### src/rtl/cache_port_arbiter.sv
// cache_port_arbiter
//   Shares one cache search port among NUM_REQ requesters. Requests are
//   granted round-robin and serialised: one search is outstanding at a time.
//   The hit flag and read data of each search are captured and returned to
//   the requester that owns it. A cycle budget in ARB_WAIT stops a stalled
//   cache from hanging a requester.
//
// Ports
//   clock        in   system clock, rising edge
//   reset        in   asynchronous active-low reset
//   req          in   per-requester request level, held until its resp_valid
//   req_addr     in   flattened addresses, slice i = [i*ADDR_W +: ADDR_W]
//   gnt          out  one-hot owner of the current transaction
//   resp_valid   out  one-hot single-cycle completion pulse
//   resp_hit     out  sticky hit flag of the completed search
//   resp_error   out  completion was caused by timeout
//   resp_data    out  data sampled from the cache on completion
//   search_cache out  one-cycle search pulse to the cache
//   address      out  address to the cache, held from ISSUE through WAIT
//   search_done  in   cache completion flag
//   hit          in   cache hit flag (may drop before search_done rises)
//   data         in   cache read data
module cache_port_arbiter #(
  parameter int NUM_REQ = 2,
  parameter int ADDR_W  = 32,
  parameter int DATA_W  = 64,
  parameter int TIMEOUT = 255
) (
  input  logic                      clock,
  input  logic                      reset,
  input  logic [NUM_REQ-1:0]        req,
  input  logic [NUM_REQ*ADDR_W-1:0] req_addr,
  output logic [NUM_REQ-1:0]        gnt,
  output logic [NUM_REQ-1:0]        resp_valid,
  output logic                      resp_hit,
  output logic                      resp_error,
  output logic [DATA_W-1:0]         resp_data,
  output logic                      search_cache,
  output logic [ADDR_W-1:0]         address,
  input  logic                      search_done,
  input  logic                      hit,
  input  logic [DATA_W-1:0]         data
);

  localparam int IDX_W = (NUM_REQ > 1) ? $clog2(NUM_REQ) : 1;
  localparam int CNT_W = 16;
  // The counter value seen on the TIMEOUT-th sample in ARB_WAIT.
  localparam logic [CNT_W-1:0] CNT_LAST   = CNT_W'(TIMEOUT - 1);
  localparam logic [IDX_W-1:0] LAST_RESET = IDX_W'(NUM_REQ - 1);

  typedef enum logic [1:0] {
    ARB_IDLE,
    ARB_ISSUE,
    ARB_WAIT,
    ARB_RESP
  } arb_state_e;

  arb_state_e              state_q;
  logic [IDX_W-1:0]        last_q;
  logic [IDX_W-1:0]        owner_q;
  logic [NUM_REQ-1:0]      gnt_q;
  logic [NUM_REQ-1:0]      resp_valid_q;
  logic                    resp_hit_q;
  logic                    resp_error_q;
  logic [DATA_W-1:0]       resp_data_q;
  logic                    search_q;
  logic [ADDR_W-1:0]       address_q;
  logic [CNT_W-1:0]        cnt_q;
  logic                    hit_seen_q;
  logic                    done_armed_q;

  logic [IDX_W-1:0]        pick_idx_d;
  logic [NUM_REQ-1:0]      pick_oh_d;
  logic [ADDR_W-1:0]       pick_addr_d;
  logic [CNT_W-1:0]        cnt_d;
  logic                    timeout_d;
  logic                    done_d;

  // First set request bit scanning last+1, last+2, ... modulo NUM_REQ.
  function automatic logic [IDX_W-1:0] rr_pick(input logic [NUM_REQ-1:0] r,
                                               input logic [IDX_W-1:0]   last);
    logic [IDX_W-1:0] sel;
    logic             found;
    int               cand;
    sel   = '0;
    found = 1'b0;
    for (int k = 1; k <= NUM_REQ; k++) begin
      cand = (int'(last) + k) % NUM_REQ;
      if (!found && r[cand[IDX_W-1:0]]) begin
        found = 1'b1;
        sel   = IDX_W'(cand);
      end
    end
    return sel;
  endfunction

  always_comb begin
    pick_idx_d  = rr_pick(req, last_q);
    pick_oh_d   = '0;
    pick_addr_d = '0;
    for (int i = 0; i < NUM_REQ; i++) begin
      if (pick_idx_d == IDX_W'(i)) begin
        pick_oh_d[i] = 1'b1;
        pick_addr_d  = req_addr[i*ADDR_W +: ADDR_W];
      end
    end
  end

  // A done level present on entry to WAIT belongs to the previous search;
  // it only counts once a low sample has been seen in this WAIT.
  assign done_d    = search_done && done_armed_q;
  assign timeout_d = (cnt_q == CNT_LAST);
  assign cnt_d     = cnt_q + CNT_W'(1);

  always_ff @(posedge clock or negedge reset) begin
    if (!reset) begin
      state_q      <= ARB_IDLE;
      last_q       <= LAST_RESET;
      owner_q      <= '0;
      gnt_q        <= '0;
      resp_valid_q <= '0;
      resp_hit_q   <= 1'b0;
      resp_error_q <= 1'b0;
      resp_data_q  <= '0;
      search_q     <= 1'b0;
      address_q    <= '0;
      cnt_q        <= '0;
      hit_seen_q   <= 1'b0;
      done_armed_q <= 1'b0;
    end else begin
      resp_valid_q <= '0;
      search_q     <= 1'b0;
      case (state_q)
        ARB_IDLE: begin
          if (|req) begin
            owner_q   <= pick_idx_d;
            gnt_q     <= pick_oh_d;
            address_q <= pick_addr_d;
            search_q  <= 1'b1;
            state_q   <= ARB_ISSUE;
          end
        end
        ARB_ISSUE: begin
          cnt_q        <= '0;
          hit_seen_q   <= 1'b0;
          done_armed_q <= 1'b0;
          state_q      <= ARB_WAIT;
        end
        ARB_WAIT: begin
          // Completion has priority over a timeout in the same cycle.
          if (done_d) begin
            resp_data_q  <= data;
            resp_hit_q   <= hit_seen_q | hit;
            resp_error_q <= 1'b0;
            resp_valid_q <= gnt_q;
            state_q      <= ARB_RESP;
          end else if (timeout_d) begin
            resp_hit_q   <= 1'b0;
            resp_error_q <= 1'b1;
            resp_valid_q <= gnt_q;
            state_q      <= ARB_RESP;
          end else begin
            cnt_q <= cnt_d;
            if (hit) begin
              hit_seen_q <= 1'b1;
            end
            if (!search_done) begin
              done_armed_q <= 1'b1;
            end
          end
        end
        ARB_RESP: begin
          last_q  <= owner_q;
          gnt_q   <= '0;
          state_q <= ARB_IDLE;
        end
        default: begin
          state_q <= ARB_IDLE;
        end
      endcase
    end
  end

  assign gnt          = gnt_q;
  assign resp_valid   = resp_valid_q;
  assign resp_hit     = resp_hit_q;
  assign resp_error   = resp_error_q;
  assign resp_data    = resp_data_q;
  assign search_cache = search_q;
  assign address      = address_q;

endmodule

### config.mk
export PLATFORM = sky130hd
export DESIGN_NAME = cache_port_arbiter
export DESIGN_NICKNAME = d
export VERILOG_FILES = /design/src/rtl/cache_port_arbiter.sv
export SDC_FILE = /design/constraint.sdc
export NUM_CORES = 1
export LEC_CHECK = 0
export CORE_AREA = 4 4 142 144
export CTS_CLUSTER_DIAMETER = 200
export DETAILED_ROUTE_END_ITERATION = 8
export DIE_AREA = 0 0 146 148
export GPL_TIMING_DRIVEN = 0
export PLACE_DENSITY = 0.63
export SETUP_SLACK_MARGIN = 0.3
export SLEW_MARGIN = 20
export SYNTH_ARGS = -nofsm -noshare
export SYNTH_HDL_FRONTEND = slang
export SYNTH_SLANG_ARGS = --single-unit
export TNS_END_PERCENT = 20
### constraint.sdc
create_clock -name clock -period 3.55 [get_ports clock]
set_clock_uncertainty 0.2 [all_clocks]
set_input_delay 1.065 -clock clock [delete_from_list [all_inputs] [get_ports clock]]
set_output_delay 1.065 -clock clock [all_outputs]
set_load 0.005 [all_outputs]
==> summary.md, run 1 <==
| Metric | Value |
|---|---|
| Relative slew slack | `64.4%` |
| Synth Register Bits | `125` |
| Reg2reg end | `cnt_q[5]` |
| DPL Wire Length | `12.8 mm` |
| Initial core utilization | `29.9%` |
| WS Path Type | `in2reg` |
| Dominant cell type by area after synthesis | `dfrtp_1` |
| Die span in x | `146 um` |
| Vias | `5,062` |
| Top cells by area, synth | `dfrtp_1 56%, nand2_1 16%, mux2i_1 6.3%` |
| WP buf/inv | `3` |
| CTS H-tree depth | `4` |
| CTS tree | `yes` |
| Hold wc startpoint | `resp_data[4]` |
| Final Hold Viols | `0` |
| CP delay by family, top | `buffers and inverters` |
| Net Count, Synth | `726` |
| RSZ-0062 raised after global routing | `no` |
| Core Box Area | `18,700 um2` |
| Worst skew pair latency | `410 ps` |
| Post-CTS Hold Buffers | `0` |
| Final period util | `80.2%` |
| Initial antenna violation count | `0` |
| Most common cell on crit path | `nand2_1` |
| Max-Cap Viols | `0` |
| Hold/Removal Path Class | `reg2reg` |
| DR pass1 iterations | `5` |
| Yosys cell types | `51` |
| Worst setup margin | `703 ps` |
| Fmax achieved | `351 MHz` |
| EDFF count, synth | `0` |
| Critical Path RT | `3700 ps` |
| Total grt overflow | `0` |
| Share of cells above drive strength 1 | `7.02%` |
| Critical Path Start | `search_done` |
| Final Util | `47.5%` |
| Clk pin slew, worst setup/hold paths | `60 ps` |
| Outcome | `complete, no violations` |
| Ports | `237` |
| CTS resizes | `0` |
| Vias per cell | `4.65` |
| Leakage power | `0.00408 uW` |
| DP Worst Slack | `185 ps` |
| Final Max Tran Viols | `0` |
| Crit Path Max Fanout | `10` |
| Die area | `21,600 um2` |
| Port bufs | `236` |
| Largest net degree at the start of global routing | `96` |
| R2r setup slk | `1130 ps` |
| TritonCTS buffer count | `17` |
| Layout area overhead | `59.1%` |
| Mapped cell area | `5580 um2` |
| Global router's overall resource usage | `16.0%` |
| Setup crit start kind | `primary input` |
| Cell area power density | `785 nW/um2` |
| Hold path cells | `2` |
| Post-CTS Setup Bufs | `0` |
| Vias in the first global route | `4,977` |
| Synth top cells by count | `238 x nand2_1, 124 x dfrtp_1, 42 x o21ai_0` |
| Synth async-reset ratio | `100%` |
| VDD IR max | `318 uV` |
| CP Capture Type | `flop` |
| Yosys warns | `0` |
| Final GP Congestion | `0.815` |
| Post-synthesis sequential area ratio | `56.0%` |
| 1st-iter DRT viols | `180` |
| Critical path cell sequence | `clkdlybuf4s50_1 > nand2_1 > nor2_1 > buf_2 > buf_2 > nand2_1 > nand2_1` |
| Max incr delay on CP | `530 ps` |
| Final WL | `17.4 mm` |
| Min Clock Period, post-route | `2850 ps` |
| Worst-Margin Slew | `533 ps` |
| Post-Syn Instances | `586` |
| Routed Antenna Nets | `0` |
| Count leader, synth | `nand2_1` |
| Synth Area per Inst | `9.53 um2` |
| Wire per inst | `16.0 um` |
| # setup viols final | `0` |
| Chip Height | `148 um` |
| Area share of the leading cell type in the synthesized netlist | `55.6%` |
| Worst Hold Path EP | `resp_data[4]` |
| First-pass GRT wire length | `27.6 mm` |
| Synth Flop Type | `dfrtp_1` |
| Row count | `50` |
| Overall power | `6970 uW` |
| Nets | `982` |
| # diodes | `0` |
| Reg2Reg Launch Point | `state_q[0]` |
| Clk root buf | `clkbuf_16` |
| Clock Tree Buf Depth | `2` |
| Clk sinks | `125` |
| CP arrival | `2990 ps` |
| # DRC | `0` |
| Cell depth of the worst flop-to-flop path | `8` |
| Highest-delay cell along the critical path | `clkdlybuf4s50_1` |
==> worst max-delay path by stage <==
| stage | to | slack, ps | cells after the start |
|---|---|---|---|
| 6_report | resp_data[36] | 700 | 7 |
| 5_1_grt | resp_data[36] | 540 | 7 |
| 4_1_cts | resp_data[42] | 630 | 7 |
| 3_5_place_dp | resp_data[42] | 190 | 7 |
| 3_3_place_gp | resp_data[25] | -4020 | 1 |
| 2_1_floorplan | address[10] | 1290 | 5 |
==> flip-flops by register name, summed over array words and instances (netlist names) <==
name and cells:
resp_error 1, state_q 2, resp_hit 1, done_armed_q 1, hit_seen_q 1, resp_data 64
owner_q 1, resp_valid 2, gnt 2, last_q 1, search_cache 1, cnt_q 16
address 32
==> cells in the final DEF, fill, tap and decap left out, drive strengths merged, types with 5 or more instances in the layout <==
| cell | count |
|---|---|
| buf | 16 |
| nor2 | 5 |
| nor3 | 5 |
| inv | 13 |
| nor4 | 6 |
| clkdlybuf4s50 | 235 |
| ha | 6 |
| clkbuf | 36 |
| nand2 | 238 |
| dfrtp | 124 |
| mux2i | 35 |
| and3 | 6 |
| o21ai | 50 |
| nand3 | 14 |
==> layer usage <==
layer  vias up  GRT usage [%]  routed length (um)
met5         -              0                   0
met4         0           4.61                 182
met3        18           5.15                1100
met1      2404           19.7                7470
li1       2490              -                   -
met2       150           27.0                8650
==> where the power goes <==
| group | total, uW | switching (uW) | internal, uW |
|---|---|---|---|
| sequential | 2380 | 351 | 2030 |
| clock | 1810 | 692 | 1120 |
| combinational | 2780 | 1280 | 1500 |
| total | 6970 | 2320 | 4650 |
==> layout make-up <==
class / count / area (um2)
Fill cell: 1767 / 9820
Sequential cell: 125 / 3130
Timing Repair Buffer: 237 / 2390
Multi-Input combinational cell: 421 / 2280
Clock buffer: 18 / 429
Tap cell: 234 / 293
Clock inverter: 14 / 183
Buffer: 32 / 141
Inverter: 8 / 30.0
==> stage by stage <==
step	TNS, ps	std cells	hold slack (ps)	area (um2)
finish	0	1089	268	8880
detailed placement	0	1057	261	8270
global placement	-498940	1056	256	8240
CTS	0	1089	276	8880
global route	0	1089	292	8880
floorplan	0	586	267	5580
==> kinds of logic after synthesis <==
kind of cell / count (synthesis) / share of synthesized area, %
muxes: 36 / 6.48
AOI/OAI and AO/OA: 82 / 9.43
buffers and inverters: 40 / 3.07
and+or+nand+nor: 297 / 23.6
DFF: 125 / 56.0
adders and majority gates: 6 / 1.34
==> worst register-to-register path, stage by stage (launching register included) <==
cell and delay, ps:
dfrtp_1 390, inv_1 120, ha_1 150, buf_2 220
nand3_1 230, nand2_1 150, clkbuf_1 410, nor3_1 90
a221o_1 340
Note: power is estimated with default switching activity, not from simulation.
==> run 2, diff against run 1 <==
- PLACE_DENSITY: 0.63 -> 0.65
- clock period: 3.55 -> 2.5 ns (I/O delays scaled with it)
==> run 2 against run 1 <==
Count of clock-buffer cells in the layout grew 2. Wire length shrank 2.1%. Power grew 44%. Flip-flop and latch count is the same. Hold slack lost 240 ps. Via count shrank 0.73%. Setup slack lost 450 ps. Cell count grew 0.18%. Global-route usage shrank 0.38 points. Die area is the same.
==> summary.md, run 2 (synthesis gave the netlist of run 1 again) <==
| Metric | Value |
|---|---|
| Die span in x | `146 um (unchanged)` |
| Post-CTS Hold Buffers | `0 (unchanged)` |
| Largest register FFs | `64 (unchanged)` |
| Chip Height | `148 um (unchanged)` |
| Final Max Tran Viols | `0 (unchanged)` |
| Final GP Congestion | `0.818 (+0.34%)` |
| Row count | `50 (unchanged)` |
| Clk pin slew, worst setup/hold paths | `60 ps (about the same)` |
| Global router's overall resource usage | `15.6% (-0.38 points)` |
| Share of cells above drive strength 1 | `9.10% (+2.1 points)` |
| Final period util | `89.9%` |
| # setup viols final | `0 (unchanged)` |
| Total grt overflow | `0 (unchanged)` |
| Clk root buf | `clkbuf_16` |
| Worst skew pair latency | `410 ps (about the same)` |
| Vias | `5,025 (-0.73%)` |
| WS Path Type | `reg2out` |
| Initial core utilization | `29.9% (unchanged)` |
| Max incr delay on CP | `540 ps (about the same)` |
| RSZ-0062 raised after global routing | `yes` |
| Net Switching | `3210 uW (+38%)` |
| Outcome | `complete, no violations` |
| Sequential Power Share | `33.8% (-0.3 points)` |
| VDD IR max | `450 uV (+41%)` |
| Core Box Area | `18,700 um2 (unchanged)` |
| # DRC | `0 (unchanged)` |
| # diodes | `0 (unchanged)` |
| DR pass1 iterations | `5 (unchanged)` |
| Wire per inst | `15.6 um (-2.3%)` |
| Logic pwr share | `40.1% (+0.2 points)` |
| Hold/Removal Path Class | `in2async` |
| CP arrival | `1300 ps (-1690 ps)` |
| Crit Path Max Fanout | `2 (-8)` |
| Leakage power | `0.00416 uW (+2.0%)` |
| WHS | `31.1 ps (-237 ps)` |
| Setup crit start kind | `flop` |
| Port bufs | `236 (unchanged)` |
| First-pass GRT wire length | `27.0 mm (-2.0%)` |
| Final WL | `17.0 mm (-2.1%)` |
| Relative slew slack | `63.6% (-0.81 points)` |
| Vias in the first global route | `4,943 (-0.68%)` |
| Min Clock Period, post-route | `2250 ps` |
| CP Capture Type | `primary output` |
| DPL Wire Length | `12.7 mm (-0.98%)` |
| Most frequent cells in the layout | `237 x nand2_1, 233 x clkdlybuf4s50_1, 124 x dfrtp_1` |
| Switching Share | `32.1% (-1.2 points)` |
| Vias per cell | `4.61 (-0.91%)` |
| TritonCTS buffer count | `17 (unchanged)` |
| Die area | `21,600 um2 (unchanged)` |
| DP Worst Slack | `-459 ps (-645 ps)` |
| TNS Setup | `0 ps (unchanged)` |
| Clk sinks | `125 (unchanged)` |
| Largest net degree at the start of global routing | `77 (-20%)` |
| Final Hold Viols | `0 (unchanged)` |
| Highest-delay cell along the critical path | `clkdlybuf4s50_1` |
| Filler cell count | `1,758 (-0.51%)` |
| Routed Antenna Nets | `0 (unchanged)` |
| Worst setup margin | `251 ps (-452 ps)` |
| Critical path cell sequence | `clkdlybuf4s50_1` |
| CTS H-tree depth | `4 (unchanged)` |
| Worst-Margin Slew | `545 ps (+12.1 ps)` |
| Clock power share | `26.2% (+0.2 points)` |
| Most common cell after layout, fill and taps aside | `nand2_1` |
| 1st-iter DRT viols | `230 (+28%)` |
| Ports | `237 (unchanged)` |
| Internal Power | `6800 uW (+46%)` |
| CTS tree | `yes` |
| Clock Tree Buf Depth | `2 (unchanged)` |
| Critical Path RT | `1550 ps (-2150 ps)` |
| Fmax achieved | `445 MHz` |
| CP delay by family, top | `buffers and inverters` |
| Max-Cap Viols | `0 (unchanged)` |
| Initial antenna violation count | `0 (unchanged)` |
| Nets | `985 (+0.31%)` |
| Cell area power density | `1110 nW/um2 (+42%)` |
| Layout area overhead | `60.9%` |
| WP buf/inv | `1 (-2)` |
[run 2: cell types whose count changed in the layout (fill, tap and decap cells not counted), sizes merged]
cell           change
buf                +2
inv                -4
clkdlybuf4s50      -2
dlymetal6s2s       +1
bufinv             +1
dlygate4sd2        +1
clkbuf             +3
[run 2: worst paths after layout]
check / startpoint / endpoint / slack (ps) / cells past startpoint
max in group asynchronous: reset / cnt_q[14] / 1320 / 2
hold reg to reg: resp_data[0] / resp_data[0] / 270 / 2
setup reg to reg: state_q[0] / cnt_q[1] / 350 / 5
min in group clock: resp_data[0] / resp_data[0] / 270 / 2
hold / removal: reset / resp_data[62] / 30 / 1
setup / recovery: resp_data[43] / resp_data[43] / 250 / 1
[run 2: area by class of cell]
cell class                      count  area (um2)  share of cell area, %
Buffer                             32         180                   2.01
Clock buffer                       20         467                   5.19
Clock inverter                     11         164                   1.82
Inverter                            8        30.0                  0.334
Multi-Input combinational cell    421        2300                   25.6
Sequential cell                   125        3130                   34.8
Tap cell                          234         293                   3.26
Timing Repair Buffer              240        2420                   26.9
[run 2: power by group through the flow]
stage | clock network (uW) | logic (uW) | registers (uW)
6_report | 2620 | 4010 | 3380
5_1_grt | 2780 | 4420 | 3500
4_1_cts | 2690 | 4040 | 3390
3_5_place_dp | 0 | 4010 | 3410
3_3_place_gp | 0 | 3960 | 3380
2_1_floorplan | 0 | 1600 | 3440
[run 2: worst reg2reg max path: cells and delay by family, from the launching register on]
kind	cells	cell delay, ps
buf+inv	3	740
flops	1	370
compound gates	1	390
fa+ha+maj	1	330
[run 2: metrics by stage]
step | power (uW) | instances | area (um2) | utilization (%)
floorplan | 5040 | 586 | 5580 | -
global placement | 7350 | 1056 | 8240 | 44.0
detailed placement | 7420 | 1057 | 8270 | 44.2
CTS | 10100 | 1088 | 8920 | 47.7
global route | 10700 | 1091 | 8980 | 48.0
finish | 10000 | 1091 | 8980 | 48.0
[run 2: timing repair]
item / 4_1_cts / 5_1_grt
buffers inserted: 0 / 3
resized for setup: 11 / 27
gates cloned: 0 / 0
setup endpoints to repair: 200 / 199
[run 2: routing by layer]
layer / vias up / share of wire (%) / global-route usage [%]
li1: 2496 / - / -
met2: 147 / 51 / 26.3
met3: 18 / 5.3 / 3.74
met1: 2364 / 42 / 19.7
met4: 0 / 1.6 / 5.50
met5: - / 0 / 0
==> run 3, diff against run 2 <==
- CORE_AREA: 4 4 142 144 -> 4 4 121 169
- DIE_AREA: 0 0 146 148 -> 0 0 125 173
- PLACE_DENSITY: 0.65 -> 0.63
- clock period: 2.5 -> 2.6 ns (I/O delays scaled with it)
==> run 3 against run 2 <==
Global-route usage grew 0.91 points. Critical path type unchanged. Clock power shrank 8.4%. Sequential share of layout area grew 0.078 points. Flip-flop and latch count is the same.
==> summary.md, run 3 (synthesis gave the netlist of run 1 again) <==
| Metric | Value |
|---|---|
| Nets | `984 (-0.10%)` |
| Setup crit start kind | `flop` |
| Share of cells above drive strength 1 | `8.40% (-0.70 points)` |
| Final Hold Viols | `0 (unchanged)` |
| Max incr delay on CP | `560 ps (+20 ps)` |
| TritonCTS buffer count | `17 (unchanged)` |
| Min Clock Period, post-route | `2310 ps` |
| Routed Antenna Nets | `0 (unchanged)` |
| Largest net degree at the start of global routing | `82 (+6.5%)` |
| Final period util | `89.0%` |
| WS Path Type | `reg2out` |
| Worst setup margin | `286 ps (+35.0 ps)` |
| Vias | `5,066 (+0.82%)` |
| Final WL | `17.6 mm (+3.3%)` |
| Fmax achieved | `432 MHz` |
| Cell depth of the worst setup path | `1 (unchanged)` |
| CP arrival | `1330 ps (+30 ps)` |
| # DRC | `0 (unchanged)` |
| Core Box Area | `19,100 um2 (+1.9%)` |
| Relative slew slack | `65.0% (+1.4 points)` |
| RSZ-0062 raised after global routing | `yes` |
| Clk sinks | `125 (unchanged)` |
| Row count | `60 (+20%)` |
| Worst-Margin Slew | `525 ps (-20.3 ps)` |
| Initial core utilization | `29.3% (-0.57 points)` |
| DPL Wire Length | `13.2 mm (+4.0%)` |
| First-pass GRT wire length | `28.7 mm (+6.4%)` |
| Clock Tree Buf Depth | `2 (unchanged)` |
| Layout area overhead | `60.5%` |
| Initial antenna violation count | `0 (unchanged)` |
| # diodes | `0 (unchanged)` |
| Total grt overflow | `0 (unchanged)` |
| VDD IR max | `397 uV (-12%)` |
| Critical Path RT | `1620 ps (+70 ps)` |
| Clk pin slew, worst setup/hold paths | `60 ps (about the same)` |
| Outcome | `complete, no violations` |
| CTS tree | `yes` |
| Largest register FFs | `64 (unchanged)` |
| Leakage power | `0.00413 uW (-0.71%)` |
| CP delay by family, top | `buffers and inverters` |
| Most common cell after layout, fill and taps aside | `nand2_1` |
| Post-CTS Hold Buffers | `0 (unchanged)` |
| DP Worst Slack | `-358 ps (+101 ps)` |
| CTS H-tree depth | `4 (unchanged)` |
| Global router's overall resource usage | `16.5% (+0.91 points)` |
| Die span in x | `125 um (-14%)` |
| Max-Cap Viols | `0 (unchanged)` |
| Critical path cell sequence | `clkdlybuf4s50_1` |
| Highest-delay cell along the critical path | `clkdlybuf4s50_1` |
| Final GP Congestion | `0.846 (+3.4%)` |
| Die area | `21,600 um2 (about the same)` |
| Vias in the first global route | `5,263 (+6.5%)` |
| Worst skew pair latency | `410 ps (about the same)` |
| Final Util | `47.0% (-1.0 points)` |
| 1st-iter DRT viols | `344 (+50%)` |
| Clk root buf | `clkbuf_16` |
| Crit Path Max Fanout | `2 (unchanged)` |
| Hold/Removal Path Class | `in2async` |
| WP buf/inv | `1 (unchanged)` |
| Port bufs | `236 (unchanged)` |
| Cell depth of the worst flop-to-flop path | `5 (unchanged)` |
| Critical Path Start | `resp_data[35]` |
| Chip Height | `173 um (+17%)` |
| Vias per cell | `4.58 (-0.46%)` |
| DR pass1 iterations | `4 (-1)` |
| Final Max Tran Viols | `0 (unchanged)` |
| Most frequent cells in the layout | `237 x nand2_1, 233 x clkdlybuf4s50_1, 124 x dfrtp_1` |
| CP Capture Type | `primary output` |
| # setup viols final | `0 (unchanged)` |
| TNS Setup | `0 ps (unchanged)` |
| Ports | `237 (unchanged)` |
| Reg2Reg Launch Point | `state_q[0]` |
| Cell area power density | `1060 nW/um2 (-4.7%)` |
| Wire per inst | `15.9 um (+2.0%)` |
run 3: changes by cell type in the layout (fill, tap and decap cells not counted), sizes merged:
cell	change
bufinv	-2
dlygate4sd2	-1
dlymetal6s2s	+1
buf	-4
clkinv	+2
inv	+3
clkbuf	+1
run 3: path summary, 6_finish.rpt:
kind | end | slack, ps
worst min-delay path | resp_data[14] | 50
min in group clock | resp_data[3] | 270
worst max register to register | cnt_q[1] | 430
worst max-delay path | resp_data[35] | 290
worst min register to register | resp_data[3] | 270
max in group asynchronous | last_q | 1410
run 3: area by class of cell:
cell class | count | area [um2]
fill | 1837 | 10100
buffer | 32 | 176
multi-input combinational | 421 | 2300
clock buffer | 18 | 439
clock inverter | 14 | 161
inverter | 8 | 30.0
timing repair buffer | 239 | 2410
sequential | 125 | 3130
tap | 248 | 310
run 3: routing by layer:
metal  track usage [%]  vias to the layer above  wire (um)
met4              6.15                        0        467
met2              30.2                      141       9510
met5                 0                        -          0
met1              18.4                     2401       6810
met3              3.92                       30        810
li1                  -                     2494          -
run 3: where the power goes:
part	internal [uW]	switching, uW
clock network	1460	945
registers	2770	481
logic	2090	1790
run 3: stage by stage:
stage | hold slack, ps | instance area [um2] | total power, uW | std cells
6_report | 51.7 | 8960 | 9530 | 1105
2_1_floorplan | 267 | 5580 | 4850 | 586
5_1_grt | 66.0 | 8960 | 10200 | 1105
4_1_cts | 51.7 | 8910 | 9630 | 1103
3_5_place_dp | 261 | 8290 | 7160 | 1071
3_3_place_gp | 257 | 8260 | 7100 | 1070
run 3: repair_timing:
action                     CTS  global route
setup endpoints to repair  100           137
pin swaps                    0             0
setup buffers                0             2
resized for setup            7            20
